==> src/rtl/io_input_responder.sv <==
// io_input_responder: waits for a debounced confirm-button press while the CPU
// requests input, then captures the 8 synchronized switches into a 32-bit word
// and returns it with a one-cycle valid pulse.
// Build option: define IO_SIGN_EXT_EN to sign-extend the captured switch value
// (default build zero-extends).
module io_input_responder #(
   parameter int DEBOUNCE_CYCLES = 230000,
   parameter int CNT_W           = 18
) (
   input  logic        clk,
   input  logic        reset,
   input  logic [7:0]  sw_in,
   input  logic        btn_in,
   input  logic        rd_req,
   output logic [31:0] rd_data,
   output logic        rd_valid,
   output logic        waiting
);

   localparam logic [CNT_W-1:0] CNT_LAST = CNT_W'(DEBOUNCE_CYCLES - 1);

   typedef enum logic [1:0] {
      IDLE         = 2'd0,
      WAIT_PRESS   = 2'd1,
      WAIT_RELEASE = 2'd2
   } state_t;

   // Two-flop synchronizers for the asynchronous pins
   logic             btn_m_q;
   logic             btn_s_q;
   logic [7:0]       sw_m_q;
   logic [7:0]       sw_s_q;

   // Debounce state
   logic [CNT_W-1:0] cnt_q;
   logic [CNT_W-1:0] cnt_d;
   logic             btn_db_q;
   logic             btn_db_d;
   logic             btn_db_dly_q;
   logic             rise;

   // Request FSM and registered outputs
   state_t           state_q;
   logic [31:0]      rd_data_q;
   logic             rd_valid_q;
   logic             waiting_q;

   // Widen the captured switch byte to a register-file word
   function automatic logic [31:0] extend(input logic [7:0] v);
`ifdef IO_SIGN_EXT_EN
      return {{24{v[7]}}, v};
`else
      return {24'h0, v};
`endif
   endfunction

   // Bring the raw pins into the clk domain; nothing else touches the pins
   always_ff @(posedge clk) begin
      if (reset) begin
         btn_m_q <= 1'b0;
         btn_s_q <= 1'b0;
         sw_m_q  <= 8'h00;
         sw_s_q  <= 8'h00;
      end else begin
         btn_m_q <= btn_in;
         btn_s_q <= btn_m_q;
         sw_m_q  <= sw_in;
         sw_s_q  <= sw_m_q;
      end
   end

   // Debounced level flips only after DEBOUNCE_CYCLES consecutive disagreeing samples
   always_comb begin
      cnt_d    = cnt_q;
      btn_db_d = btn_db_q;
      if (btn_s_q == btn_db_q) begin
         cnt_d = '0;
      end else if (cnt_q == CNT_LAST) begin
         btn_db_d = btn_s_q;
         cnt_d    = '0;
      end else begin
         cnt_d = cnt_q + CNT_W'(1);
      end
   end

   // Register the debounce counter, debounced level and its one-cycle delay
   always_ff @(posedge clk) begin
      if (reset) begin
         cnt_q        <= '0;
         btn_db_q     <= 1'b0;
         btn_db_dly_q <= 1'b0;
      end else begin
         cnt_q        <= cnt_d;
         btn_db_q     <= btn_db_d;
         btn_db_dly_q <= btn_db_q;
      end
   end

   assign rise = btn_db_q & ~btn_db_dly_q;

   // Request FSM: only a fresh rise seen while waiting produces a capture
   always_ff @(posedge clk) begin
      if (reset) begin
         state_q    <= IDLE;
         rd_data_q  <= 32'h0;
         rd_valid_q <= 1'b0;
         waiting_q  <= 1'b0;
      end else begin
         rd_valid_q <= 1'b0;
         case (state_q)
            IDLE: begin
               if (rd_req) begin
                  state_q   <= WAIT_PRESS;
                  waiting_q <= 1'b1;
               end
            end
            WAIT_PRESS: begin
               // A dropped request wins over a rise in the same cycle
               if (!rd_req) begin
                  state_q   <= IDLE;
                  waiting_q <= 1'b0;
               end else if (rise) begin
                  rd_data_q  <= extend(sw_s_q);
                  rd_valid_q <= 1'b1;
                  waiting_q  <= 1'b0;
                  state_q    <= WAIT_RELEASE;
               end
            end
            WAIT_RELEASE: begin
               // Hold until the button is released and the CPU has let go
               if (!btn_db_q && !rd_req) begin
                  state_q <= IDLE;
               end
            end
            default: begin
               state_q   <= IDLE;
               waiting_q <= 1'b0;
            end
         endcase
      end
   end

   assign rd_data  = rd_data_q;
   assign rd_valid = rd_valid_q;
   assign waiting  = waiting_q;

endmodule

==> config.mk <==
export PLATFORM = sky130hd
export DESIGN_NAME = io_input_responder
export DESIGN_NICKNAME = d
export VERILOG_FILES = /design/src/rtl/io_input_responder.sv
export SDC_FILE = /design/constraint.sdc
export NUM_CORES = 1
export LEC_CHECK = 0
export BUFFER_PORTS_ARGS = -buffer_cell sky130_fd_sc_hd__buf_4
export CAP_MARGIN = 15
export CORE_MARGIN = 8
export CORE_UTILIZATION = 56
export CTS_CLUSTER_SIZE = 8
export DETAILED_ROUTE_END_ITERATION = 16
export PLACE_DENSITY_LB_ADDON = 0.3
export SLEW_MARGIN = 20
export SYNTH_ARGS = -nofsm -noshare
export SYNTH_HDL_FRONTEND = slang
export SYNTH_SLANG_ARGS = --single-unit
==> constraint.sdc <==
create_clock -name clk -period 3 [get_ports clk]
set_input_delay 0.45 -clock clk [delete_from_list [all_inputs] [get_ports clk]]
set_output_delay 0.45 -clock clk [all_outputs]
set_load 0.03 [all_outputs]
==> flow_summary_export.csv <==
group,metric,value,unit
die,start_util,59.0,%
sta,hold_viol_final,0,
sta,tns,0,ns
clock_tree,insertion_delay,0.36,ns
sta,finalSetupViolCount,0,
worst_hold_path,hold_path.class,"in -> reg",
sta,fmax,442,MHz
sta,layout_min_cycle_time,2.26,ns
cells_and_area,regArea,1000,µm²
clock_tree,cts_made_buffers,5,
global_route,grt_max_degree,34,
pwr,switching_share,24.9,%
cells_and_area,drive_above_1_share,14.5,%
worst_hold_path,min_path_cells,2,
pwr,switchingPower,0.270,mW
worst_hold_path,min_to,"sw_m_q[0]",
logic_synthesis,yosysTopAreaCell,"dfxtp_1",
logic_synthesis,synthMuxAreaShare,4.04,%
pwr,power,1.08,mW
sta,slew_viol_final,0,
worst_setup_path,cp_num_buf_inv,0,
logic_synthesis,ys_warn_count,0,
sta,rsz0062_at_grt,"no",
placed_design,placed_cell_area,2080,µm²
cells_and_area,finalNetCount,240,
pwr,p_clk_share,30.1,%
cells_and_area,instances_no_fill,274,
clock_tree,root_buffer,"clkbuf_4",
worst_setup_path,cp-end-kind,"flip-flop",
pwr,power_density,504,nW/µm²
die,fp.dieH,75.5,µm
worst_setup_path,crit_path_max_fanout,17,
worst_setup_path,r2r_end,"cnt_q[8]",
logic_synthesis,synth_area,1980,µm²
die,ioPinCount,46,
clock_tree,cts_buffer_depth,2,
routing,drt_drc_violations_left,0,
worst_setup_path,reg2reg_slack,0.74,ns
die,core,3360,µm²
logic_synthesis,synth-xor-area-share,6.18,%
logic_synthesis,postSynthCellCount,205,
cells_and_area,final_area,2150,µm²
worst_setup_path,r2r_cells,4,
global_route,track_usage,11.9,%
clock_tree,post_cts_buffers,0,
pwr,peakVddDrop,0.000401,V
clock_tree,cts_hold_buf,0,
logic_synthesis,synth_top_family_by_area,"simple AND/OR/NAND/NOR gates",
routing,wl_per_cell,11.6,µm
placed_design,place_congestion,0.800,
clock_tree,path_clk_slew,0.14,ns
routing,ant_nets,0,
logic_synthesis,ys_ff_latch,50,
die,dieArea,5700,µm²
pwr,comb_power_share,7.0,%
worst_setup_path,r2r_start,"cnt_q[10]",
sta,timing.hold.ws,0.283,ns
outcome,run_status,"finished, final reports clean",
clock_tree,cts.sinks,50,
global_route,grt_pass1_wl,5180,µm
cells_and_area,final_util,63.9,%
cells_and_area,multi_input_area,851,µm²
routing,dr.first_iter.drc_count,43,
sta,worst_slack,0.738,ns
worst_setup_path,crit_type,"reg -> reg",
routing,routed_wl,3170,µm
worst_setup_path,slowest_stage,"o21ai_2",
global_route,grt-ovfl-total,0,
logic_synthesis,yosysSeqAreaShare,50.5,%
logic_synthesis,synth.avg_cell_area,9.67,µm²
flow_run,maxCapViolations,0,
pwr,leakagePower,0.806,nW
clock_tree,htreeDepth,2,
worst_setup_path,cp.arrival,2.49,ns
cells_and_area,fillers,301,
worst_setup_path,crit_chain,"or4b_1 > or4_4 > o21ai_2 > nor2_1",
logic_synthesis,synth_top_area_share,50.5,%
global_route,grt_pass1_vias,1249,
die,fp.dieW,75.5,µm
cells_and_area,n_antenna_cell,0,
sta,worst_pin_slew,0.690,ns
pwr,seqPwrFrac,62.9,%
cells_and_area,syn_to_final_growth,8.39,%
worst_hold_path,min-delay-start,"sw_in[0]",
placed_design,place_worst_setup_slack,0.741,ns
logic_synthesis,synthSimpleGateAreaFrac,24.4,%
placed_design,dp.cells,266,
clock_tree,post_cts_resized,0,
worst_setup_path,path_delay_family,"simple AND/OR/NAND/NOR gates",
global_route,antenna_found_initial,0,
placed_design,hpwl,2360,µm
sta,slew_headroom,54.0,%
logic_synthesis,synth_area_leaders,"dfxtp_1 50%, buf_4 9.5%, nor2b_1 7.3%",
sta,fin_crit_sh,75.4,%
placed_design,port_buffers,21,
logic_synthesis,synth-adder-area-share,0.631,%
pwr,internal_power,0.814,mW
worst_setup_path,start_kind,"flip-flop",
worst_setup_path,required,3.23,ns
routing,vias,1316,
sta,fin_worst_skew,0.00946,ns
logic_synthesis,synth_cell_types,34,
die,rows,21,
worst_setup_path,slowest_delay,0.56,ns
routing,firstDrtPassIters,4,
clock_tree,tritoncts,"done",
routing,vias_per_cell,4.80,
logic_synthesis,synth_compound_area_share,3.15,%
==> cells in the final DEF (no fill, tap or decap), types with 2 or more instances in the layout <==
master,count
or4_1,2
nor3_1,3
nor4_1,3
conb_1,24
dfxtp_1,50
clkbuf_4,5
nor3b_1,2
mux2i_1,8
nor2_1,29
nand3_1,7
nand4_1,2
xnor2_1,13
o21ai_0,2
inv_1,4
nand3b_1,2
a21oi_1,4
buf_4,21
or4b_1,2
and3_1,2
nand2_1,4
nor2b_1,23
==> synthesized netlist by cell type <==
cell type	n
or3_1	1
o21ai_2	1
nor4_1	3
nor2_1	29
nor3_1	3
or4_1	2
o21ai_0	2
nor3b_1	2
or4b_1	2
ha_1	1
buf_4	25
xor2_1	1
conb_1	1
inv_1	4
nand2b_1	1
nand3b_1	2
o21bai_1	1
a21oi_1	4
and4_2	1
nand3_1	7
nand4_1	2
clkbuf_1	4
nor2b_1	23
or4_4	1
and3_2	1
and3_1	2
nor4b_1	1
o31ai_1	1
or2_0	1
dfxtp_1	50
xnor2_1	13
nand2_1	4
o221ai_1	1
mux2i_1	8
==> cells by family (layout without fill, tap and decap cells) <==
family          Yosys count  count (layout)
other cells               1              24
flops                    50              50
mux                       8               8
buf+inv                  33              33
simple gates             88              88
xor+xnor                 14              14
compound gates           10              10
fa+ha+maj                 1               1
==> power groups by stage <==
stage               combinational, mW  sequential (mW)  clock, mW
finish                         0.0754            0.682      0.326
CTS                            0.0748            0.682      0.336
floorplan                      0.0818            0.698          0
global placement               0.0740            0.696          0
detailed placement             0.0748            0.697          0
global route                   0.0818            0.684      0.361
==> worst max path at each step <==
| stage | from | to | slack [ns] | cells past startpoint |
|---|---|---|---|---|
| 3_3_place_gp | cnt_q[14] | cnt_q[10] | 0.82 | 4 |
| 5_1_grt | cnt_q[10] | cnt_q[8] | 0.61 | 4 |
| 2_1_floorplan | cnt_q[14] | cnt_q[13] | 1.05 | 5 |
| 3_5_place_dp | cnt_q[10] | cnt_q[8] | 0.74 | 4 |
| 6_report | cnt_q[10] | cnt_q[8] | 0.74 | 4 |
| 4_1_cts | cnt_q[10] | cnt_q[8] | 0.73 | 4 |
==> state kept, by name (all words and copies together) (netlist names) <==
name          count
cnt_q            18
waiting           1
btn_db_q          1
sw_s_q            8
sw_m_q            8
btn_s_q           1
btn_m_q           1
state_q           2
btn_db_dly_q      1
rd_data           8
rd_valid          1
==> worst reg2reg max path, delay by kind of cell, from the launching register on <==
family | cells | cell delay (ns)
AOI/OAI and AO/OA | 1 | 0.56
DFF | 1 | 0.39
and+or+nand+nor | 3 | 1.18
==> final cells by class <==
class / instances / area share, %
clock buffers: 6 / 2.39
clock inverters: 2 / 0.757
inverters: 4 / 0.698
multi-input cells: 145 / 39.6
flip-flops and latches: 50 / 46.6
well taps: 46 / 2.68
repair buffers: 21 / 7.33
==> metal layers <==
metal  global-route usage, %  part of all wire [%]  up-vias
met4                    5.12                   1.4        0
met2                    19.9                    47       33
met5                       0                     0        -
met1                    12.9                    44      602
met3                    4.74                   8.2        5
li1                        -                     -      676
No activity file was read; power rests on OpenSTA's default activity.
